==> src/rtl/ikaopll_pkg.sv <==
// Shared constants for the IKAOPLL timing generator: default divider and slot
// counts, decoded slot indices and the test-register bit that freezes the
// cycle counter.
package ikaopll_pkg;

  localparam int DIV_DEFAULT      = 4;
  localparam int NSLOT_DEFAULT    = 18;
  localparam int RST_HOLD_DEFAULT = 2;

  localparam int SLOT_00   = 0;
  localparam int SLOT_03   = 3;
  localparam int SLOT_04   = 4;
  localparam int SLOT_LAST = NSLOT_DEFAULT - 1;

  // i_TEST bit that holds the slot counter at 0
  localparam int TEST_CNTHOLD = 1;

  // width of the optional debug copy of the slot counter
  localparam int CYCLE_NUM_W = 5;

endpackage

==> src/rtl/ikaopll_timinggen_if.sv <==
// Timing-generator signal bundle: test register in, phi1 enables, internal
// reset and cycle strobes out. The debug slot-count tap exists only when
// IKAOPLL_CYCLE_BUS_EN is defined.
interface ikaopll_timinggen_if;
  import ikaopll_pkg::*;

  logic [3:0] i_TEST;
  logic       o_phi1_PCEN_n;
  logic       o_phi1_NCEN_n;
  logic       o_RST_n;
  logic       o_CYCLE_00;
  logic       o_CYCLE_17;
  logic       o_CYCLE_D4;
  logic       o_CYCLE_D3_ZZ;
`ifdef IKAOPLL_CYCLE_BUS_EN
  logic [CYCLE_NUM_W-1:0] o_CYCLE_NUM;
`endif

  // timing generator side
  modport master (
    input  i_TEST,
    output o_phi1_PCEN_n,
    output o_phi1_NCEN_n,
    output o_RST_n,
    output o_CYCLE_00,
    output o_CYCLE_17,
    output o_CYCLE_D4,
    output o_CYCLE_D3_ZZ
`ifdef IKAOPLL_CYCLE_BUS_EN
    ,
    output o_CYCLE_NUM
`endif
  );

  // consumer side
  modport slave (
    output i_TEST,
    input  o_phi1_PCEN_n,
    input  o_phi1_NCEN_n,
    input  o_RST_n,
    input  o_CYCLE_00,
    input  o_CYCLE_17,
    input  o_CYCLE_D4,
    input  o_CYCLE_D3_ZZ
`ifdef IKAOPLL_CYCLE_BUS_EN
    ,
    input  o_CYCLE_NUM
`endif
  );

endinterface

==> src/rtl/ikaopll_clkdiv.sv <==
// phi1 clock-enable generator: a modulo-DIV counter on the emulator clock
// producing one-emuclk active-low NCEN (mid-period) and PCEN (end of period)
// pulses. The two pulses sit half a phi1 period apart and never coincide.
module ikaopll_clkdiv #(
  parameter int DIV = 4
) (
  input  logic emuclk,
  input  logic rst,
  output logic pcen_n,
  output logic ncen_n
);

  localparam int DW = (DIV > 2) ? $clog2(DIV) : 1;
  localparam logic [DW-1:0] NCEN_AT = DW'(DIV / 2 - 1);
  localparam logic [DW-1:0] PCEN_AT = DW'(DIV - 1);

  logic [DW-1:0] div;

  // free-running divider, wraps after DIV-1
  always_ff @(posedge emuclk or posedge rst) begin
    if (rst) begin
      div <= '0;
    end else if (div == PCEN_AT) begin
      div <= '0;
    end else begin
      div <= div + DW'(1);
    end
  end

  // registered enables decoded from the divider phase
  always_ff @(posedge emuclk or posedge rst) begin
    if (rst) begin
      ncen_n <= 1'b1;
      pcen_n <= 1'b1;
    end else begin
      ncen_n <= (div != NCEN_AT);
      pcen_n <= (div != PCEN_AT);
    end
  end

endmodule

==> src/rtl/ikaopll_timinggen.sv <==
// IKAOPLL master timing generator: phi1 enables (via ikaopll_clkdiv), the
// per-sample slot counter, cycle strobes for the LFO/EG/OP datapaths and the
// sample-aligned internal reset stretch.
// Optional feature macro: IKAOPLL_CYCLE_BUS_EN exposes the slot count on
// o_CYCLE_NUM for debug taps.
module ikaopll_timinggen
  import ikaopll_pkg::*;
#(
  parameter int DIV      = DIV_DEFAULT,
  parameter int NSLOT    = NSLOT_DEFAULT,
  parameter int RST_HOLD = RST_HOLD_DEFAULT
) (
  input  logic                 i_EMUCLK,
  input  logic                 i_RST,
  ikaopll_timinggen_if.master  tg
);

  localparam int SW = (NSLOT > 2) ? $clog2(NSLOT) : 1;
  localparam int HW = $clog2(RST_HOLD + 2);
  localparam logic [SW-1:0] S_00   = SW'(SLOT_00);
  localparam logic [SW-1:0] S_03   = SW'(SLOT_03);
  localparam logic [SW-1:0] S_04   = SW'(SLOT_04);
  localparam logic [SW-1:0] S_LAST = SW'(NSLOT - 1);
  localparam logic [HW-1:0] HOLD_MAX = HW'(RST_HOLD);

  logic          pcen_n;
  logic          ncen_n;
  logic          cnt_hold;
  logic          unused_test_bits;

  logic [SW-1:0] slot;
  logic [SW-1:0] slot_next;
  logic          wrap;

  logic          cycle_00;
  logic          cycle_17;
  logic          cycle_d4;
  logic          cycle_d3;
  logic          cycle_d3_z;
  logic          cycle_d3_zz;

  logic [HW-1:0] hold;
  logic          rst_n;

  ikaopll_clkdiv #(
    .DIV (DIV)
  ) u_clkdiv (
    .emuclk (i_EMUCLK),
    .rst    (i_RST),
    .pcen_n (pcen_n),
    .ncen_n (ncen_n)
  );

  assign cnt_hold         = tg.i_TEST[TEST_CNTHOLD];
  assign unused_test_bits = ^{tg.i_TEST[3:2], tg.i_TEST[0]};

  // value the slot counter takes at the next NCEN; a test hold is not a wrap,
  // so it also freezes the reset-stretch counter
  always_comb begin
    slot_next = slot + SW'(1);
    wrap      = 1'b0;
    if (cnt_hold) begin
      slot_next = S_00;
    end else if (slot == S_LAST) begin
      slot_next = S_00;
      wrap      = 1'b1;
    end
  end

  // slot counter and strobes decoded from the new slot value on each NCEN,
  // so every strobe is aligned with the slot it names
  always_ff @(posedge i_EMUCLK or posedge i_RST) begin
    if (i_RST) begin
      slot        <= '0;
      cycle_00    <= 1'b0;
      cycle_17    <= 1'b0;
      cycle_d4    <= 1'b0;
      cycle_d3    <= 1'b0;
      cycle_d3_z  <= 1'b0;
      cycle_d3_zz <= 1'b0;
    end else if (!ncen_n) begin
      slot        <= slot_next;
      cycle_00    <= (slot_next == S_00);
      cycle_17    <= (slot_next == S_LAST);
      cycle_d4    <= (slot_next == S_04);
      cycle_d3    <= (slot_next == S_03);
      cycle_d3_z  <= cycle_d3;
      cycle_d3_zz <= cycle_d3_z;
    end
  end

  // reset stretch: count sample wraps, release on the wrap after RST_HOLD of
  // them so the release coincides with a rising CYCLE_00
  always_ff @(posedge i_EMUCLK or posedge i_RST) begin
    if (i_RST) begin
      hold  <= '0;
      rst_n <= 1'b0;
    end else if (!ncen_n && wrap && !rst_n) begin
      if (hold == HOLD_MAX) begin
        rst_n <= 1'b1;
      end else begin
        hold <= hold + HW'(1);
      end
    end
  end

  assign tg.o_phi1_PCEN_n = pcen_n;
  assign tg.o_phi1_NCEN_n = ncen_n;
  assign tg.o_RST_n       = rst_n;
  assign tg.o_CYCLE_00    = cycle_00;
  assign tg.o_CYCLE_17    = cycle_17;
  assign tg.o_CYCLE_D4    = cycle_d4;
  assign tg.o_CYCLE_D3_ZZ = cycle_d3_zz;

`ifdef IKAOPLL_CYCLE_BUS_EN
  assign tg.o_CYCLE_NUM = CYCLE_NUM_W'(slot);
`endif

endmodule

==> src/flat_wrapper.sv <==
// flat-port wrapper written by rule: the top's interface ports become plain ports
module ikaopll_timinggen_flat import ikaopll_pkg::*;
#(
  parameter int DIV      = DIV_DEFAULT,
  parameter int NSLOT    = NSLOT_DEFAULT,
  parameter int RST_HOLD = RST_HOLD_DEFAULT
)
  (i_EMUCLK, i_RST, tg_i_TEST, tg_o_phi1_PCEN_n, tg_o_phi1_NCEN_n, tg_o_RST_n, tg_o_CYCLE_00, tg_o_CYCLE_17, tg_o_CYCLE_D4, tg_o_CYCLE_D3_ZZ);
  ikaopll_timinggen_if tg_i ();
  input  logic i_EMUCLK;
  input  logic i_RST;
  input wire logic [$bits(tg_i.i_TEST)-1:0] tg_i_TEST;
  output wire logic [$bits(tg_i.o_phi1_PCEN_n)-1:0] tg_o_phi1_PCEN_n;
  output wire logic [$bits(tg_i.o_phi1_NCEN_n)-1:0] tg_o_phi1_NCEN_n;
  output wire logic [$bits(tg_i.o_RST_n)-1:0] tg_o_RST_n;
  output wire logic [$bits(tg_i.o_CYCLE_00)-1:0] tg_o_CYCLE_00;
  output wire logic [$bits(tg_i.o_CYCLE_17)-1:0] tg_o_CYCLE_17;
  output wire logic [$bits(tg_i.o_CYCLE_D4)-1:0] tg_o_CYCLE_D4;
  output wire logic [$bits(tg_i.o_CYCLE_D3_ZZ)-1:0] tg_o_CYCLE_D3_ZZ;
  assign tg_i.i_TEST = tg_i_TEST;
  assign tg_o_phi1_PCEN_n = tg_i.o_phi1_PCEN_n;
  assign tg_o_phi1_NCEN_n = tg_i.o_phi1_NCEN_n;
  assign tg_o_RST_n = tg_i.o_RST_n;
  assign tg_o_CYCLE_00 = tg_i.o_CYCLE_00;
  assign tg_o_CYCLE_17 = tg_i.o_CYCLE_17;
  assign tg_o_CYCLE_D4 = tg_i.o_CYCLE_D4;
  assign tg_o_CYCLE_D3_ZZ = tg_i.o_CYCLE_D3_ZZ;
  ikaopll_timinggen #(.DIV(DIV), .NSLOT(NSLOT), .RST_HOLD(RST_HOLD)) u_core (.i_EMUCLK(i_EMUCLK), .i_RST(i_RST), .tg(tg_i));
endmodule
==> config.mk <==
export PLATFORM = sky130hd
export DESIGN_NAME = ikaopll_timinggen_flat
export DESIGN_NICKNAME = d
export VERILOG_FILES = /design/src/rtl/ikaopll_pkg.sv /design/src/rtl/ikaopll_timinggen_if.sv /design/src/rtl/ikaopll_clkdiv.sv /design/src/rtl/ikaopll_timinggen.sv /design/src/flat_wrapper.sv
export SDC_FILE = /design/constraint.sdc
export NUM_CORES = 1
export LEC_CHECK = 0
export CORE_ASPECT_RATIO = 1.1
export CORE_MARGIN = 3
export CORE_UTILIZATION = 52
export DETAILED_ROUTE_END_ITERATION = 16
export PLACE_DENSITY = 0.83
export SETUP_SLACK_MARGIN = 0.4
export SLEW_MARGIN = 40
export SYNTH_ARGS = -nofsm -noshare
export SYNTH_HDL_FRONTEND = slang
export SYNTH_HIERARCHICAL = 1
export SYNTH_SLANG_ARGS = --single-unit
==> constraint.sdc <==
create_clock -name i_EMUCLK -period 2.3 [get_ports i_EMUCLK]
set_clock_uncertainty 0.15 [all_clocks]
set_input_delay 0.345 -clock i_EMUCLK [delete_from_list [all_inputs] [get_ports i_EMUCLK]]
set_output_delay 0.345 -clock i_EMUCLK [all_outputs]
set_load 0.02 [all_outputs]
==> out/qor.yml <==
irDropWorstVdd_v: 0.000405
timing.rr.start: "u_core/slot[1]"
overflow: 0
crit_path_max_fanout: 9
critPathSlowestCell: "dfrtp_2"
initial_utilization_pct: 57.9
grt_use_total_pct: 16.3
drt_iter0_drc: 14
finalHoldViolations: 0
place_area_um2: 1050
drv_slew: 0
ys_types: 28
clk_latency_ps: 290
arrival_ps: 1880
start_kind: "flop"
postRouteAntennaNets: 0
power_density_nw_per_um2: 551
synth_warnings: 6
final_cell_mix: "14 x dfrtp_1, 11 x inv_1, 9 x nor2_1, 8 x nand2_1, 8 x o21ai_0"
cp.required_ps: 2350
route.detailed.drc: 0
netlist_instances: 95
placementRows: 15
cts_tree: "built"
min_period_ps: 1840
numPortBuffers: 9
grt_pass1_wl_um: 2920
cts_max_path_buffers: 2
die_area_um2: 2370
setup-tns-final_ps: 0
drive_gt1_share_pct: 20.0
diodes: 0
total_power_uw: 629
dieHeight_um: 50.7
synth_ff_type: "dfrtp_1"
path_cells: "ha_2 -> buf_4 -> a2111oi_4 -> a21oi_2 -> o41ai_2"
cpPeakStageDelay_ps: 470
final_cells: 127
finalSetupViolCount: 0
placedCellCount: 118
slew_headroom_pct: 63.8
max_freq_ghz: 0.545
wl_per_cell_um: 15.7
viasPerCell: 5.83
endpoint_kind: "flop"
max-cap-violations: 0
path_class: "flop to flop"
grt_antenna_before_repair: 0
p_leak_uw: 0.000517
wl_um: 1990
holdBufCountCts: 0
cts_buffers: 3
syn_nets: 106
top_regs: "u_core/slot: 5 flops, u_core/hold: 2 flops, u_core/u_clkdiv/div: 2 flops"
pin_count: 13
rsz0062_at_grt: "no"
via_count: 741
tightest_slew_ps: 542
min_path_type: "input port to asynchronous set/reset pin"
syn_area_um2: 946
synth_edf_count: 0
grt_pass1_vias: 695
syn_avg_cell_area_um2: 9.96
gp_congestion: 0.761
top_register: "u_core/slot"
largest_register_ffs: 5
cts_max_level: 1
area_growth_pct: 20.8
layout_commonest_cell: "dfrtp_1"
grt_max_degree: 17
path_clk_slew_ps: 100
layout_worst_path_cycle_share_pct: 79.8
coreArea_um2: 1630
status: "completed"
dpl.hpwl_um: 1220
async_flop_share_pct: 100
ys_seq_elements: 18
clock-sinks: 18
die_w_um: 46.7
first_pass_iters: 4
final_area_um2: 1140
yosysSeqAreaShare_pct: 47.9
clockRootBuffer: "clkbuf_4"
cp-startpoint: "u_core/slot[1]"
fin_nets: 122
==> final timing paths <==
kind / endpoint / slack (ps) / depth (start not counted)
worst max-delay path: u_core/tg.o_CYCLE_17 / 460 / 5
worst min-delay path: u_core/u_clkdiv/div[0] / 100 / 2
worst max register to register: u_core/tg.o_CYCLE_17 / 460 / 5
worst min register to register: u_core/hold[0] / 330 / 1
max in group asynchronous: u_core/slot[0] / 1340 / 2
min in group i_EMUCLK: u_core/hold[0] / 330 / 1
==> cell type report <==
cell class | instances | area [um2]
Clock buffer | 4 | 36.3
Fill cell | 115 | 490
Inverter | 11 | 41.3
Multi-Input combinational cell | 61 | 448
Sequential cell | 18 | 455
Tap cell | 17 | 21.3
Timing Repair Buffer | 16 | 140
==> layer usage <==
layer | vias up | track usage (%) | routed length, um
li1 | 353 | - | -
met1 | 359 | 19.5 | 808
met2 | 23 | 29.4 | 1050
met3 | 6 | 2.51 | 105
met4 | 0 | 3.69 | 24
met5 | - | 0 | 0
==> cell families after synthesis <==
logic type / after synthesis / share of synthesized area [%]
AND/OR/NAND/NOR: 29 / 15.3
AO/OA/AOI/OAI: 21 / 17.1
flip-flops: 18 / 47.9
buffers and inverters: 16 / 6.75
adder cells (fa/ha/maj): 5 / 6.61
multiplexers: 4 / 4.50
XOR/XNOR: 2 / 1.85
==> where the power goes <==
part / total (uW) / internal, uW / switching [uW]
sequential: 344 / 329 / 14.8
clock: 194 / 96.4 / 97.1
combinational: 91.4 / 45.0 / 46.4
total: 629 / 471 / 158
==> synthesized netlist by cell type, types with 3 or more instances <==
cell type | n | area (um2)
o21ai_0 | 8 | 40.0
nand2_1 | 8 | 30.0
dfrtp_1 | 16 | 400
ha_1 | 5 | 62.6
inv_1 | 11 | 41.3
a21oi_1 | 3 | 15.0
buf_2 | 3 | 15.0
nor2_1 | 9 | 33.8
==> per-stage QoR <==
| step | worst slack (ps) | hold WS [ps] | utilization (%) |
|---|---|---|---|
| floorplan | 559 | -40.4 | - |
| global placement | 404 | 293 | 64.3 |
| detailed placement | 382 | 321 | 64.3 |
| CTS | 412 | 104 | 66.4 |
| global route | 376 | 86.2 | 70.0 |
| finish | 464 | 98.9 | 70.0 |
==> worst max-delay path, delay by kind of cell (launching register included) <==
family	cells	cell delay [ps]
buffers and inverters	1	180
adders and majority gates	1	210
DFF	1	470
AOI/OAI and AO/OA	3	720
==> repair_timing <==
action | in CTS | in global routing
resized for setup | 3 | 4
pin swaps | 0 | 1
buffers inserted | 0 | 5
endpoints found under the setup margin | 3 | 2
Note: power is estimated with default switching activity, not from simulation.
==> RTL edit 1: new RTL, same flow settings <==
The package constant `NSLOT_DEFAULT` goes from 18 to 9.
--- a/src/rtl/ikaopll_pkg.sv
+++ b/src/rtl/ikaopll_pkg.sv
@@ -4,7 +4,7 @@
 package ikaopll_pkg;
 
   localparam int DIV_DEFAULT      = 4;
-  localparam int NSLOT_DEFAULT    = 18;
+  localparam int NSLOT_DEFAULT    = 9;
   localparam int RST_HOLD_DEFAULT = 2;
 
   localparam int SLOT_00   = 0;
Check against the original RTL: no difference found for any inputs over 10 cycles, from zero or initial values and one cycle with i_RST high; that may be too few to reach the edited logic, so the function may still have changed.
==> RTL edit 1 against the original RTL <==
  * Combinational power shrank 17%
  * Wire length decreased by 24%
  * Cell area down 16%
  * Total power shrank 12%
  * Final cell count fell by 19%
  * Critical path depth up 1
  * Sequential cell count fell by 1
  * Die area down 11%
  * Area after synthesis shrank 13%
  * Largest power group unchanged
  * Highest routed layer unchanged
  * Setup slack gained 0.0038 ns
==> RTL edit 1: results (changes against the original RTL) <==
Outcome
  – Outcome: complete, no violations

Synth
  – Synth area leaders: dfrtp_1 46%, ha_1 7.6%, dfstp_2 6.4%
  – Async SR Flop Fraction: 1.00 (unchanged)
  – Post-Syn Instances: 75 (-21%)
  – Register area share after synthesis: 0.520 (+0.0409)
  – Yosys cell types: 30 (+7.1%)
  – Post-Syn Nets: 86 (-19%)
  – Synth cell count leaders: 15 x dfrtp_1, 9 x inv_1, 7 x nand2_1

Critical path
  – FF-to-FF End: u_core/tg.o_CYCLE_D4
  – Slowest-stage cell, CP: dfrtp_1
  – Worst flop-to-flop path startpoint: u_core/slot[0]
  – Worst reg-to-reg path cell count: 6 (+1)
  – Startpoint Class: flip-flop
  – Slowest stage delay, CP: 0.43 ns (-0.04 ns)
  – R2r setup slk: 0.47 ns
  – Peak fanout along the critical path: 5 (-4)
  – Cell family with most CP delay: compound AO/OA/AOI/OAI gates
  – Setup crit end kind: flip-flop
  – Critical path arrival: 1.85 ns (-0.03 ns)

Cells and area
  – Fin cells: 103 (-19%)
  – Layout cells sized above 1: 0.172 (-0.0276)
  – Largest registers: u_core/slot x4, u_core/hold x2, u_core/u_clkdiv/div x2
  – Fin nets: 99 (-19%)

Global routing
  – GR Layer Usage met3: 0.0263 (+0.00123)
  – GRT Total Usage: 0.158 (-0.00436)
  – M1 GR Usage: 0.173 (-0.0219)
  – Vias in the first global route: 540 (-22%)
  – Global-route wire length before repair: 2.34 mm (-20%)
  – Met2 global-route usage: 0.297 (+0.00293)
  – Pin count of the biggest net entering global routing: 16 (-1)

Detailed routing
  – WL/cell: 14.7 µm (-6.6%)
  – Initial DRC count: 14 (unchanged)
  – Routed length on met3: 40 µm (-62%)
  – DR WL met2: 806 µm (-24%)
  – Metal-1 WL: 620 µm (-23%)
  – Top layer reached by signal wires: met4
  – Vias per cell: 5.61 (-3.8%)

Timing
  – Peak Freq: 0.546 GHz (+0.21%)
  – Worst slew margin: 0.641 (+0.00323)
  – Hold slack: 0.127 ns (+0.0285 ns)

Placement
  – Final estimated routing congestion in global placement: 0.702 (-7.7%)
  – # port buffers: 9 (unchanged)
  – Dpl cell area: 932 µm² (-11%)
  – Final HPWL DP: 1.17 mm (-3.5%)

Power
  – Leak: 0.439 nW (-15%)
  – Peak VDD IR: 389 µV (-4.0%)

Min path
  – Min-delay worst type: input pin to asynchronous set/reset pin

Clock tree
  – Clock latency at the later pin of the worst-skew pair: approximately 0.28 ns
  – Post-CTS resize count: 1 (-2)
## RTL edit 1: cell type report
class / instances / area, µm²
Fill cell: 120 / 473
Sequential cell: 17 / 428
Multi-Input combinational cell: 47 / 357
Timing Repair Buffer: 10 / 98.8
Inverter: 9 / 33.8
Clock buffer: 4 / 26.3
Tap cell: 16 / 20.0
## RTL edit 1: cells by family (layout without fill, tap and decap cells)
logic type,count (synthesis),after routing,share of synthesized area
AO/OA/AOI/OAI,12,12,0.119
XOR/XNOR,1,1,0.0106
flip-flops,17,17,0.520
multiplexers,3,3,0.0410
AND/OR/NAND/NOR,26,26,0.182
buffers and inverters,11,23,0.0517
adder cells (fa/ha/maj),5,5,0.0760
## RTL edit 1: report_power, final
group | switching, mW | total (mW) | internal, mW
combinational | 0.0416 | 0.0757 | 0.0341
sequential | 0.0111 | 0.325 | 0.314
clock | 0.0838 | 0.151 | 0.0671
total | 0.137 | 0.552 | 0.415
==> RTL edit 2: new RTL, config.mk and constraints unchanged <==
Made on the original files. Make the reset (`i_RST` and `rst`) synchronous in 4 clocked blocks.
--- a/src/rtl/ikaopll_clkdiv.sv
+++ b/src/rtl/ikaopll_clkdiv.sv
@@ -17,7 +17,7 @@
   logic [DW-1:0] div;
 
   // free-running divider, wraps after DIV-1
-  always_ff @(posedge emuclk or posedge rst) begin
+  always_ff @(posedge emuclk) begin
     if (rst) begin
       div <= '0;
     end else if (div == PCEN_AT) begin
@@ -28,7 +28,7 @@
   end
 
   // registered enables decoded from the divider phase
-  always_ff @(posedge emuclk or posedge rst) begin
+  always_ff @(posedge emuclk) begin
     if (rst) begin
       ncen_n <= 1'b1;
       pcen_n <= 1'b1;
--- a/src/rtl/ikaopll_timinggen.sv
+++ b/src/rtl/ikaopll_timinggen.sv
@@ -69,7 +69,7 @@
 
   // slot counter and strobes decoded from the new slot value on each NCEN,
   // so every strobe is aligned with the slot it names
-  always_ff @(posedge i_EMUCLK or posedge i_RST) begin
+  always_ff @(posedge i_EMUCLK) begin
     if (i_RST) begin
       slot        <= '0;
       cycle_00    <= 1'b0;
@@ -91,7 +91,7 @@
 
   // reset stretch: count sample wraps, release on the wrap after RST_HOLD of
   // them so the release coincides with a rising CYCLE_00
-  always_ff @(posedge i_EMUCLK or posedge i_RST) begin
+  always_ff @(posedge i_EMUCLK) begin
     if (i_RST) begin
       hold  <= '0;
       rst_n <= 1'b0;
Formal check against the unedited RTL: differs if i_RST is asserted again (counterexample within 4 cycles, from zero or initial values and one cycle with i_RST high); with i_RST held inactive, the same outputs for 10 cycles.
==> RTL edit 2 against the original RTL <==
  * Setup slack got worse by 0.037 ns
  * Total power fell by 6.9%
  * Area after synthesis fell by 4.8%
  * Cell area fell by 2.2%
  * Wire length fell by 13%
  * Worst hold slack improved by 0.22 ns
  * Sequential power fell by 4%
  * Sequential cell count did not move
  * Clock power fell by 2%
  * Combinational power fell by 27%
  * Critical endpoint is now u_core/cycle_d3
==> RTL edit 2: results (changes against the original RTL) <==
Outcome
  – Outcome: complete, no violations

Synth
  – Synth cell count leaders: 18 x dfxtp_1, 8 x a21oi_1, 8 x nor2_1
  – Register area share after synthesis: 0.400 (-0.0788)
  – Synth area leaders: dfxtp_1 40%, ha_1 6.9%, a21oi_1 4.4%
  – Multiplexer share of the synthesized area: 0.0444 (-0.000529)
  – Post-Syn Nets: 105 (-0.94%)
  – Adder-Cell Fraction of Synth Area: 0.0694 (+0.00331)
  – Compound-Gate Fraction of Synth Area: 0.161 (-0.00952)
  – Yosys cell types: 32 (+14%)
  – Async SR Flop Fraction: 0 (-1.00)

Timing
  – Peak Freq: 0.534 GHz (-2.0%)
  – Worst slew margin: 0.753 (+0.115)
  – Hold slack: 0.321 ns (+0.222 ns)

Critical path
  – FF-to-FF End: u_core/cycle_d3
  – Worst flop-to-flop path startpoint: u_core/slot[0]
  – Cell family with most CP delay: simple AND/OR/NAND/NOR gates
  – Critical Path Sink: u_core/cycle_d3
  – Peak fanout along the critical path: 6 (-3)
  – R2r setup slk: 0.43 ns (-0.04 ns)
  – Slowest-stage cell, CP: or4_4

Cells and area
  – Antenna cell count: 0 (unchanged)
  – Fin nets: 121 (-0.82%)
  – Layout cells sized above 1: 0.239 (+0.0385)
  – Fillcell total: 119 (+3.5%)
  – Finished Cell Area: 1120 µm² (-2.2%)

Detailed routing
  – Routed length on met3: 65 µm (-38%)
  – Initial DRC count: 6 (-8)
  – Metal-1 WL: 730 µm (-9.7%)
  – DR WL met2: 918 µm (-13%)
  – Vias per cell: 5.75 (-1.5%)
  – WL final: 1.74 mm (-13%)

Global routing
  – GRT Total Usage: 0.178 (+0.0153)
  – Vias in the first global route: 692 (-0.43%)
  – GR Layer Usage met3: 0.0511 (+0.0260)
  – Met2 global-route usage: 0.274 (-0.0192)
  – M1 GR Usage: 0.207 (+0.0122)
  – Global-route wire length before repair: 2.96 mm (+1.4%)

Clock tree
  – Setup bufs post-CTS: 2 (+2)
  – Post-CTS resize count: 6 (+3)

Placement
  – Final estimated routing congestion in global placement: 0.772 (+1.6%)
  – Final HPWL DP: 1.19 mm (-2.2%)
  – Pre-CTS setup slack: 0.175 ns (-0.207 ns)
  – Dpl cell area: 1010 µm² (-4.1%)

Min path
  – Min-delay worst type: flip-flop to flip-flop
  – Hold Path Depth: 2

Power
  – Peak VDD IR: 408 µV (+0.76%)
  – Switching power: 138 µW (-13%)
## RTL edit 2: power by group through the flow
stage | Combinational [mW] | Sequential, mW | Clock [mW]
6_report | 0.0663 | 0.329 | 0.190
5_1_grt | 0.0731 | 0.331 | 0.210
4_1_cts | 0.0614 | 0.329 | 0.198
3_5_place_dp | 0.0615 | 0.338 | 0
3_3_place_gp | 0.0582 | 0.337 | 0
2_1_floorplan | 0.0324 | 0.340 | 0
## RTL edit 2: layout make-up
| class | count | share of cell area |
|---|---|---|
| timing repair buffer | 15 | 0.120 |
| multi-input combinational | 67 | 0.482 |
| inverter | 5 | 0.0168 |
| clock buffer | 4 | 0.0325 |
| sequential | 18 | 0.330 |
| tap | 17 | 0.0190 |
## RTL edit 2: stage by stage
| step | total power [mW] | std cells |
|---|---|---|
| finish | 0.586 | 126 |
| global placement | 0.395 | 119 |
| detailed placement | 0.399 | 119 |
| floorplan | 0.372 | 94 |
| CTS | 0.588 | 125 |
| global route | 0.614 | 126 |
